$ cat src/rtl/mem_pkg.sv
// Shared constants and state type for the mem_initiator memory controller.
package mem_pkg;

  localparam int unsigned ADDR_W = 10;
  localparam int unsigned DATA_W = 32;
  localparam int unsigned LEN_W  = 4;

  typedef enum logic [2:0] {
    StIdle,
    StWrite,
    StRead,
    StDrain,
    StClear
  } state_e;

endpackage

$ cat src/rtl/mem_initiator_if.sv
// Client command/data channels plus the memory port of mem_initiator.
// master: client and memory model side; slave: the initiator itself.
interface mem_initiator_if #(
  parameter int unsigned ADDR_W = mem_pkg::ADDR_W,
  parameter int unsigned DATA_W = mem_pkg::DATA_W,
  parameter int unsigned LEN_W  = mem_pkg::LEN_W
) ();

  logic              req_valid;
  logic              req_ready;
  logic              req_we;
  logic [ADDR_W-1:0] req_addr;
  logic [LEN_W-1:0]  req_len;

  logic              wdat_valid;
  logic              wdat_ready;
  logic [DATA_W-1:0] wdat_data;

  logic              rsp_valid;
  logic              rsp_ready;
  logic [DATA_W-1:0] rsp_data;
  logic              rsp_last;

  logic              cmd_done;

  logic              mem_we;
  logic [ADDR_W-1:0] mem_addr;
  logic [DATA_W-1:0] mem_din;
  logic [DATA_W-1:0] mem_dout;

  modport master (
    output req_valid, req_we, req_addr, req_len,
    output wdat_valid, wdat_data,
    output rsp_ready,
    output mem_dout,
    input  req_ready, wdat_ready, rsp_valid, rsp_data, rsp_last, cmd_done,
    input  mem_we, mem_addr, mem_din
  );

  modport slave (
    input  req_valid, req_we, req_addr, req_len,
    input  wdat_valid, wdat_data,
    input  rsp_ready,
    input  mem_dout,
    output req_ready, wdat_ready, rsp_valid, rsp_data, rsp_last, cmd_done,
    output mem_we, mem_addr, mem_din
  );

endinterface

$ cat src/rtl/mem_rsp_slot.sv
// Single-entry response register; accepts a new beat whenever it is empty
// or its current beat is being taken in the same cycle.
module mem_rsp_slot #(
  parameter int unsigned DATA_W = 32
) (
  input  logic              clk,
  input  logic              rst_n,
  input  logic              load,
  input  logic [DATA_W-1:0] data_in,
  input  logic              last_in,
  input  logic              ready,
  output logic              free,
  output logic              valid,
  output logic [DATA_W-1:0] data,
  output logic              last
);

  logic              valid_q;
  logic              last_q;
  logic [DATA_W-1:0] data_q;

  assign free  = !valid_q || ready;
  assign valid = valid_q;
  assign last  = last_q;
  assign data  = data_q;

  always_ff @(posedge clk or negedge rst_n) begin
    if (!rst_n) begin
      valid_q <= 1'b0;
      last_q  <= 1'b0;
      data_q  <= '0;
    end else if (free) begin
      if (load) begin
        valid_q <= 1'b1;
        last_q  <= last_in;
        data_q  <= data_in;
      end else begin
        // Beat taken with nothing behind it; data is left as is.
        valid_q <= 1'b0;
        last_q  <= 1'b0;
      end
    end
  end

endmodule

$ cat src/rtl/mem_initiator.sv
// Burst read/write sequencer for a sync-write, comb-read memory.
// MEM_INIT_CLEAR_EN adds a zero-fill pass over the whole memory out of reset.
module mem_initiator #(
  parameter int unsigned ADDR_W = mem_pkg::ADDR_W,
  parameter int unsigned DATA_W = mem_pkg::DATA_W,
  parameter int unsigned LEN_W  = mem_pkg::LEN_W
) (
  input logic            clk,
  input logic            rst_n,
  mem_initiator_if.slave bus
);

  import mem_pkg::*;

  state_e            state_q, state_d;
  logic [ADDR_W-1:0] addr_q, addr_d;
  logic [LEN_W-1:0]  cnt_q, cnt_d;
  logic              done_q, done_d;

  logic              slot_load;
  logic              slot_free;
  logic              slot_valid;
  logic              slot_last;
  logic [DATA_W-1:0] slot_data;

`ifdef MEM_INIT_CLEAR_EN
  localparam state_e ResetState = StClear;
`else
  localparam state_e ResetState = StIdle;
`endif

  always_ff @(posedge clk or negedge rst_n) begin
    if (!rst_n) begin
      state_q <= ResetState;
      addr_q  <= '0;
      cnt_q   <= '0;
      done_q  <= 1'b0;
    end else begin
      state_q <= state_d;
      addr_q  <= addr_d;
      cnt_q   <= cnt_d;
      done_q  <= done_d;
    end
  end

  always_comb begin
    state_d        = state_q;
    addr_d         = addr_q;
    cnt_d          = cnt_q;
    done_d         = 1'b0;
    slot_load      = 1'b0;
    bus.req_ready  = 1'b0;
    bus.wdat_ready = 1'b0;
    bus.mem_we     = 1'b0;
    bus.mem_din    = '0;
    unique case (state_q)
      StIdle: begin
        bus.req_ready = 1'b1;
        if (bus.req_valid) begin
          addr_d  = bus.req_addr;
          cnt_d   = bus.req_len;
          state_d = bus.req_we ? StWrite : StRead;
        end
      end
      StWrite: begin
        bus.wdat_ready = 1'b1;
        bus.mem_we     = bus.wdat_valid;
        bus.mem_din    = bus.wdat_data;
        if (bus.wdat_valid) begin
          addr_d = addr_q + ADDR_W'(1);
          cnt_d  = cnt_q - LEN_W'(1);
          if (cnt_q == '0) begin
            state_d = StIdle;
            done_d  = 1'b1;
          end
        end
      end
      StRead: begin
        slot_load = slot_free;
        if (slot_free) begin
          addr_d = addr_q + ADDR_W'(1);
          cnt_d  = cnt_q - LEN_W'(1);
          if (cnt_q == '0) begin
            state_d = StDrain;
          end
        end
      end
      StDrain: begin
        // Hold off new commands until the final read beat has been taken.
        if (slot_free) begin
          state_d = StIdle;
        end
      end
`ifdef MEM_INIT_CLEAR_EN
      StClear: begin
        bus.mem_we = 1'b1;
        addr_d     = addr_q + ADDR_W'(1);
        if (addr_q == '1) begin
          state_d = StIdle;
        end
      end
`endif
      default: state_d = StIdle;
    endcase
  end

  mem_rsp_slot #(
    .DATA_W (DATA_W)
  ) u_rsp_slot (
    .clk     (clk),
    .rst_n   (rst_n),
    .load    (slot_load),
    .data_in (bus.mem_dout),
    .last_in (cnt_q == '0),
    .ready   (bus.rsp_ready),
    .free    (slot_free),
    .valid   (slot_valid),
    .data    (slot_data),
    .last    (slot_last)
  );

  assign bus.rsp_valid = slot_valid;
  assign bus.rsp_data  = slot_data;
  assign bus.rsp_last  = slot_last;
  assign bus.cmd_done  = done_q;
  assign bus.mem_addr  = addr_q;

endmodule

$ cat src/flat_wrapper.sv
// flat-port wrapper written by rule: the top's interface ports become plain ports
module mem_initiator_flat import mem_pkg::*;
#(
  parameter int unsigned ADDR_W = mem_pkg::ADDR_W,
  parameter int unsigned DATA_W = mem_pkg::DATA_W,
  parameter int unsigned LEN_W  = mem_pkg::LEN_W
)
  (clk, rst_n, bus_req_valid, bus_req_we, bus_req_addr, bus_req_len, bus_wdat_valid, bus_wdat_data, bus_rsp_ready, bus_mem_dout, bus_req_ready, bus_wdat_ready, bus_rsp_valid, bus_rsp_data, bus_rsp_last, bus_cmd_done, bus_mem_we, bus_mem_addr, bus_mem_din);
  mem_initiator_if #(.ADDR_W(ADDR_W), .DATA_W(DATA_W), .LEN_W(LEN_W)) bus_i ();
  input logic clk;
  input logic rst_n;
  input wire logic [$bits(bus_i.req_valid)-1:0] bus_req_valid;
  input wire logic [$bits(bus_i.req_we)-1:0] bus_req_we;
  input wire logic [$bits(bus_i.req_addr)-1:0] bus_req_addr;
  input wire logic [$bits(bus_i.req_len)-1:0] bus_req_len;
  input wire logic [$bits(bus_i.wdat_valid)-1:0] bus_wdat_valid;
  input wire logic [$bits(bus_i.wdat_data)-1:0] bus_wdat_data;
  input wire logic [$bits(bus_i.rsp_ready)-1:0] bus_rsp_ready;
  input wire logic [$bits(bus_i.mem_dout)-1:0] bus_mem_dout;
  output wire logic [$bits(bus_i.req_ready)-1:0] bus_req_ready;
  output wire logic [$bits(bus_i.wdat_ready)-1:0] bus_wdat_ready;
  output wire logic [$bits(bus_i.rsp_valid)-1:0] bus_rsp_valid;
  output wire logic [$bits(bus_i.rsp_data)-1:0] bus_rsp_data;
  output wire logic [$bits(bus_i.rsp_last)-1:0] bus_rsp_last;
  output wire logic [$bits(bus_i.cmd_done)-1:0] bus_cmd_done;
  output wire logic [$bits(bus_i.mem_we)-1:0] bus_mem_we;
  output wire logic [$bits(bus_i.mem_addr)-1:0] bus_mem_addr;
  output wire logic [$bits(bus_i.mem_din)-1:0] bus_mem_din;
  assign bus_i.req_valid = bus_req_valid;
  assign bus_i.req_we = bus_req_we;
  assign bus_i.req_addr = bus_req_addr;
  assign bus_i.req_len = bus_req_len;
  assign bus_i.wdat_valid = bus_wdat_valid;
  assign bus_i.wdat_data = bus_wdat_data;
  assign bus_i.rsp_ready = bus_rsp_ready;
  assign bus_i.mem_dout = bus_mem_dout;
  assign bus_req_ready = bus_i.req_ready;
  assign bus_wdat_ready = bus_i.wdat_ready;
  assign bus_rsp_valid = bus_i.rsp_valid;
  assign bus_rsp_data = bus_i.rsp_data;
  assign bus_rsp_last = bus_i.rsp_last;
  assign bus_cmd_done = bus_i.cmd_done;
  assign bus_mem_we = bus_i.mem_we;
  assign bus_mem_addr = bus_i.mem_addr;
  assign bus_mem_din = bus_i.mem_din;
  mem_initiator #(.ADDR_W(ADDR_W), .DATA_W(DATA_W), .LEN_W(LEN_W)) u_core (.clk(clk), .rst_n(rst_n), .bus(bus_i));
endmodule
$ cat config.mk
export PLATFORM = sky130hd
export DESIGN_NAME = mem_initiator_flat
export DESIGN_NICKNAME = d
export VERILOG_FILES = /design/src/rtl/mem_pkg.sv /design/src/rtl/mem_initiator_if.sv /design/src/rtl/mem_rsp_slot.sv /design/src/rtl/mem_initiator.sv /design/src/flat_wrapper.sv
export SDC_FILE = /design/constraint.sdc
export NUM_CORES = 1
export LEC_CHECK = 0
export CAP_MARGIN = 20
export CORE_MARGIN = 2
export CORE_UTILIZATION = 40
export DETAILED_ROUTE_END_ITERATION = 10
export PLACE_DENSITY = 0.84
export REMOVE_ABC_BUFFERS = 1
export SETUP_SLACK_MARGIN = 0.05
export SYNTH_ARGS = -nofsm -noshare
export SYNTH_HDL_FRONTEND = slang
export SYNTH_SLANG_ARGS = --single-unit
$ cat constraint.sdc
create_clock -name clk -period 3.1 [get_ports clk]
set_clock_uncertainty 0.05 [all_clocks]
set_input_delay 0.62 -clock clk [delete_from_list [all_inputs] [get_ports clk]]
set_output_delay 0.62 -clock clk [all_outputs]
set_load 0.05 [all_outputs]
==> results of run 1 <==
==> placed cells by master, fill, tap and decap left out, drive strengths merged, types with 2 or more instances in the layout <==
master / instances
inv: 8
mux2: 32
nand3: 5
buf: 41
a21oi: 6
o21ai: 7
and2: 33
nor3: 5
mux2i: 5
a211o: 2
ha: 7
a221o: 4
clkdlybuf4s50: 129
nor2: 3
nand2: 20
or3: 2
o22ai: 5
nor2b: 4
clkbuf: 5
nand2b: 4
nor4b: 3
and4: 3
dfrtp: 51
==> flip-flops by register name, summed over array words and instances, names as in the netlist <==
name	count
u_core.u_rsp_slot.data	32
u_core.bus.mem_addr	10
u_core.state_q	2
u_core.u_rsp_slot.last	1
u_core.bus.cmd_done	1
u_core.u_rsp_slot.valid	1
u_core.cnt_q	4
==> layout make-up <==
cell class | count | area [µm²]
clock buffers | 5 | 68.8
clock inverters | 2 | 37.5
fillers | 490 | 2000
inverters | 8 | 30.0
multi-input cells | 161 | 1250
flip-flops and latches | 51 | 1280
well taps | 77 | 96.3
repair buffers | 170 | 1600
==> logic make-up after synthesis <==
logic type / count (synthesis) / share of synthesized area, %
and+or+nand+nor: 87 / 20.1
AOI/OAI and AO/OA: 30 / 8.55
muxes: 37 / 15.7
DFF: 51 / 48.7
adders and majority gates: 7 / 3.34
buffers and inverters: 20 / 3.63
==> Yosys cell counts (2+ instances only) <==
| library cell | count | area (µm²) |
|---|---|---|
| dfrtp_1 | 51 | 1280 |
| mux2_2 | 32 | 360 |
| and2_1 | 30 | 188 |
| nand2_1 | 20 | 75.1 |
| inv_1 | 8 | 30.0 |
| ha_1 | 7 | 87.6 |
| o21ai_0 | 7 | 35.0 |
| a21oi_1 | 6 | 30.0 |
| clkbuf_1 | 6 | 22.5 |
| mux2i_1 | 5 | 50.1 |
| nand3_1 | 5 | 25.0 |
| nor3_1 | 5 | 25.0 |
| o22ai_1 | 5 | 31.3 |
| a221o_1 | 4 | 40.0 |
| buf_2 | 4 | 20.0 |
| nand2b_1 | 4 | 25.0 |
| and2_2 | 3 | 22.5 |
| and4_1 | 3 | 26.3 |
| nor2_1 | 3 | 11.3 |
| a211o_1 | 2 | 17.5 |
| buf_6 | 2 | 22.5 |
| nor2b_1 | 2 | 12.5 |
| nor4b_1 | 2 | 17.5 |
| or3_1 | 2 | 12.5 |
==> metrics by stage <==
stage               area [µm²]  setup WS [ns]  hold WS, ns  utilization (%)
CTS                       4350          0.498        0.270             68.6
global route              4350          0.430        0.288             68.6
detailed placement        4250          0.612        0.428             66.9
finish                    4350          0.526        0.262             68.6
floorplan                 2550          0.440        0.274                -
global placement          4250          0.667        0.420             66.9
==> critical path: stages (launching register included) <==
cell and delay [ns]:
dfrtp_1 0.42, inv_1 0.12, ha_1 0.23, clkdlybuf4s50_1 0.84
==> per-layer routing <==
layer,global-route usage [%],share of wire (%),vias to the layer above
li1,-,-,1136
met1,24.5,40,1079
met2,35.1,51,112
met3,4.57,6.6,13
met4,6.93,2.5,0
met5,0,0,-
==> worst paths after layout <==
path                                        start                    endpoint  slack (ns)  depth (start not counted)
setup / recovery                u_core.state_q[1]              bus_wdat_ready        0.53                          3
hold / removal                              rst_n   u_core.u_rsp_slot.data[0]        0.26                          1
setup reg to reg                u_core.state_q[0]      u_core.bus.mem_addr[4]        0.91                          7
hold reg to reg            u_core.u_rsp_slot.last      u_core.u_rsp_slot.last        0.44                          2
max in group asynchronous                   rst_n  u_core.u_rsp_slot.data[18]        2.12                          2
min in group clk           u_core.u_rsp_slot.last      u_core.u_rsp_slot.last        0.44                          2
==> power by group through the flow <==
stage	sequential [mW]	clock [mW]	combinational [mW]
6_report	1.24	0.454	3.84
2_1_floorplan	2.24	0	1.63
3_3_place_gp	1.23	0	3.79
5_1_grt	1.29	0.495	4.06
3_5_place_dp	1.25	0	3.86
4_1_cts	1.24	0.468	3.87
==> impl_results.md, run 1 <==
- Post-synth EDFFs: 0
- Vias in the first global route: 2405
- Worst vdd ir: 0.921 mV
- Hold Buf Count CTS: 0
- Layout Area Growth over Synthesis: 66.2%
- Post-detail-place hpwl: 5.81 mm
- Largest net degree at the start of global routing: 34
- Antenna Nets Post-Route: 0
- Worst setup SP type: flip-flop
- Slew @ Worst Pin: between 0.6 and 0.7 ns
- GPL Wtd Cong: 0.855
- Synth Instances: 232
- PwrDens: roughly 1300 nW/µm²
- N_diodes: 0
- Ys Warns: 0
- Post-CTS Setup Bufs: 0
- Proportion of layout cells with a drive suffix above 1: between 20% and 30%
- I/O Buffers: approximately 160
- Crit share post-route: 83.0%
- Worst-path fanout max: 5
- CP Data Required Time: 2.43 ns
- Sequential area share after synthesis: 48.7%
- Die Width: 84.9 µm
- Row count: 29
- Worst-path clk slew: 0.09 ns
- Placed cell count: 467
- Max Fclk: 389 MHz
- Final std cells w/o fill: between 400 and 500
- Capturing element type of the critical path: output pin
- Status: finished, final reports clean
- Yosys cell types: 38
- WP data arrival: 1.90 ns
- Synthesized area: ~2600 µm²
- Relative slew margins: 60.0%
- Drt pass-1 iters: 4
- Initial antenna violation count: 0
- Primary FF master, synth: dfrtp_1
- Reg power frac: roughly 22%
- Die Y: 84.9 µm
- Post-route minimum period: 2.57 ns
- DR WL/cell: about 15 µm
- Max Slew Vio Count: 0
- Switching share of total power: 51.5%
- Io pins: 164
- DRT Wirelength: 7.28 mm
- Internal Power: 2.68 mW
- CTS Sinks: about 50
- Clk pwr share: 8.2%
- Clock Latency Late Sink: 0.30 ns
- Sum of negative setup slack: 0 ns
- Vias: roughly 2300
- Iter 0 DRT Violations: 73
- Synthesized area per cell: about 11 µm²
- Num CTS Buffers: 5
- Core ar.: 6350 µm²
- Total power: 5.53 mW
- Synth async-reset ratio: 100%
- Global route overflow: 0
- First-pass GRT wire length: 11.6 mm
- Static Leak: roughly 1.9 nW
- Cts repair resizes: 0
- CP Class: reg -> out
- Combinational share of power: 69.4%
- Vias per cell: 4.94
- All-Layer GR Usage: 20.1%
- Endpoints failing setup: 0
- CTS max path bufs: 2
- Final nets: 488
- Die area: 7210 µm²
- Type of the tightest min-delay check: in -> async
- CTS tree: yes
- Flops & latches, synth: around 50
- Hold Fails Final Rpt: 0
- Remaining DRCs: 0
- RSZ-0062 raised after global routing: false
- # H-tree levels: 2
- Psw: 2.85 mW
- Root buffer cell: clkbuf_8
- Max-cap violation count: 0
- Initial core utilization: 41.2%
Power figures use the tool's default switching activity.
==> run 2: changes to the inputs <==
--- a/config.mk
+++ b/config.mk
@@ -7,9 +7,9 @@
 export LEC_CHECK = 0
 export CAP_MARGIN = 20
 export CORE_MARGIN = 2
-export CORE_UTILIZATION = 40
+export CORE_UTILIZATION = 33
 export DETAILED_ROUTE_END_ITERATION = 10
-export PLACE_DENSITY = 0.84
+export PLACE_DENSITY = 0.74
 export REMOVE_ABC_BUFFERS = 1
 export SETUP_SLACK_MARGIN = 0.05
 export SYNTH_ARGS = -nofsm -noshare
==> constraint.sdc (replaced) <==
create_clock -name clk -period 2.25 [get_ports clk]
set_clock_uncertainty 0.05 [all_clocks]
set_input_delay 0.45 -clock clk [delete_from_list [all_inputs] [get_ports clk]]
set_output_delay 0.45 -clock clk [all_outputs]
set_load 0.05 [all_outputs]
==> run 2 against run 1 <==
Sequential power rose by 38%. Design area rose by 11%. Largest power group unchanged. Combinational power rose by 55%. Global-route usage fell by 2.9 points. Total power rose by 48%. Cell count rose by 5.7%. Die area rose by 20%. Worst setup slack got worse by 0.41 ns. Via count rose by 1.4%. Utilization fell by 5.8 points. Wire length rose by 5.4%. Hold slack got worse by 0.19 ns.
==> impl_results.md, run 2 (synthesized netlist as in run 1, its figures left out) <==
- Status: finished, final reports clean (unchanged)
- Reg2Reg Depth: 7 (unchanged)
- Die Width: 93.1 µm (was 84.9 µm)
- All-Layer GR Usage: 17.2% (was 20.1%)
- Post-route minimum period: 2.13 ns
- Largest net degree at the start of global routing: 36 (was 34)
- Static Leak: 2.03 nW (was 1.91 nW)
- Max reg flops: 32 (unchanged)
- Endpoints failing setup: 0 (unchanged)
- Vias: 2373 (was 2340)
- GPL Wtd Cong: 0.803 (was 0.855)
- Capturing element type of the critical path: output pin (unchanged)
- Global route overflow: 0 (unchanged)
- Layout Area Growth over Synthesis: 85.1% (was 66.2%)
- DRT Wirelength: 7.68 mm (was 7.28 mm)
- CP Data Required Time: 1.75 ns (was 2.43 ns)
- Crit share post-route: 94.7%
- WP data arrival: 1.63 ns (was 1.90 ns)
- Vias in the first global route: 2438 (was 2405)
- Most frequent cells in the layout: 127 x clkdlybuf4s50_1, 51 x dfrtp_1, 38 x buf_12 (was 129 x clkdlybuf4s50_1, 51 x dfrtp_1, 40 x buf_4)
- Hold Fails Final Rpt: 0 (unchanged)
- CP peak stage delay: 0.86 ns (was 0.84 ns)
- Initial core utilization: 33.9% (was 41.2%)
- Core ar.: 7730 µm² (was 6350 µm²)
- Final std cells w/o fill: 501 (was 474)
- Io pins: 164 (unchanged)
- Drt pass-1 iters: 4 (unchanged)
- Root buffer cell: clkbuf_8 (unchanged)
- Max Fclk: 469 MHz
- # H-tree levels: 2 (unchanged)
- Min Hold Slack: 0.0712 ns (was 0.262 ns)
- Remaining DRCs: 0 (unchanged)
- Row count: 32 (was 29)
- Initial antenna violation count: 0 (unchanged)
- Slowest CP cell: clkdlybuf4s50_1 (unchanged)
- Die Y: 93.1 µm (was 84.9 µm)
- CTS Sinks: 51 (unchanged)
- RSZ-0062 raised after global routing: false (unchanged)
- Worst-path cell chain: clkdlybuf4s50_1 (was inv_1 > ha_1 > clkdlybuf4s50_1)
- Largest delay share family, worst path: buffers and inverters (unchanged)
- I/O Buffers: 163 (unchanged)
- Commonest non-fill, non-tap cell in the layout: clkdlybuf4s50_1 (unchanged)
- Levels on crit path: 1 (was 3)
- Relative slew margins: 62.7% (was 60.0%)
- CTS max path bufs: 2 (unchanged)
- Final nets: 489 (was 488)
- Worst vdd ir: 1.01 mV (was 0.921 mV)
- Die area: 8660 µm² (was 7210 µm²)
- Post-detail-place hpwl: 6.11 mm (was 5.81 mm)
- CP Class: reg -> out (unchanged)
- Num CTS Buffers: 5 (unchanged)
- Type of the tightest min-delay check: in -> async (unchanged)
- PwrDens: 1680 nW/µm² (was 1270 nW/µm²)
- Placed cell count: 492 (was 467)
- Worst-path clk slew: 0.09 ns (about the same)
- Slew @ Worst Pin: 0.558 ns (was 0.601 ns)
- Worst-path fanout max: 5 (unchanged)
- Iter 0 DRT Violations: 58 (was 73)
- Worst setup SP type: flip-flop (unchanged)
- CTS tree: yes (unchanged)
- First-pass GRT wire length: 11.9 mm (was 11.6 mm)
- Max Slew Vio Count: 0 (unchanged)
- N_diodes: 0 (unchanged)
- Buf/Inv on CP: 1 (was 2)
- Clock Latency Late Sink: 0.29 ns (was 0.30 ns)
- Proportion of layout cells with a drive suffix above 1: 23.6% (was 22.4%)
- Max-cap violation count: 0 (unchanged)
- Antenna Nets Post-Route: 0 (unchanged)
- Vias per cell: 4.74 (was 4.94)
- DR WL/cell: 15.3 µm (was 15.4 µm)
## run 2: cell types whose count changed in the layout (fill, tap and decap cells not counted), sizes merged
cell	previous run	this run
buf	41	44
clkdlybuf4s50	129	127
bufinv	1	0
clkbuf	5	6
clkinv	0	1
## run 2: layout make-up
| class | count | area, µm² |
|---|---|---|
| Timing Repair Buffer | 171 | 2070 |
| Multi-Input combinational cell | 161 | 1250 |
| Inverter | 8 | 30.0 |
| Tap cell | 102 | 128 |
| Fill cell | 620 | 2880 |
| Clock buffer | 6 | 72.6 |
| Sequential cell | 51 | 1280 |
| Clock inverter | 2 | 12.5 |
## run 2: routing by layer
| metal | track usage, % | vias up | routed length (µm) |
|---|---|---|---|
| li1 | - | 1146 | - |
| met1 | 19.9 | 1113 | 2920 |
| met4 | 3.80 | 0 | 95 |
| met5 | 0 | - | 0 |
| met2 | 32.0 | 104 | 4060 |
| met3 | 4.11 | 10 | 598 |
## run 2: path summary, 6_finish.rpt
check | endpoint | start | slack (ns)
setup / recovery | bus_mem_addr[4] | u_core.bus.mem_addr[4] | 0.12
hold / removal | u_core.u_rsp_slot.data[25] | rst_n | 0.07
setup reg to reg | u_core.cnt_q[3] | u_core.state_q[0] | 0.16
hold reg to reg | u_core.u_rsp_slot.last | u_core.u_rsp_slot.last | 0.43
max in group asynchronous | u_core.bus.mem_addr[3] | rst_n | 1.52
min in group clk | u_core.u_rsp_slot.last | u_core.u_rsp_slot.last | 0.43
## run 2: metrics by stage
| step | util (%) | cell area [µm²] | setup slack [ns] | TNS (ns) | total power [mW] |
|---|---|---|---|---|---|
| 6_report | 62.7 | 4850 | 0.119 | 0 | 8.16 |
| 5_1_grt | 62.7 | 4850 | 0.0483 | 0 | 8.61 |
| 4_1_cts | 62.4 | 4820 | 0.0732 | 0 | 8.20 |
| 3_5_place_dp | 61.3 | 4740 | 0.0341 | 0 | 7.66 |
| 3_3_place_gp | 61.3 | 4740 | 0.0741 | 0 | 7.53 |
| 2_1_floorplan | - | 2550 | -0.410 | -10.94 | 5.33 |
## run 2: report_power, final
group | switching, mW | leakage (nW) | internal [mW] | total [mW]
clock network | 0.291 | 0.0412 | 0.218 | 0.509
registers | 0.317 | 0.607 | 1.39 | 1.71
logic | 3.45 | 1.39 | 2.49 | 5.94
total | 4.06 | 2.03 | 4.10 | 8.16
## run 2: repair_timing
action	CTS	global route
gates resized for setup	1	4
hold buffers	0	0
buffers inserted	0	1
hold endpoints to repair	0	0
setup endpoints to repair	1	33
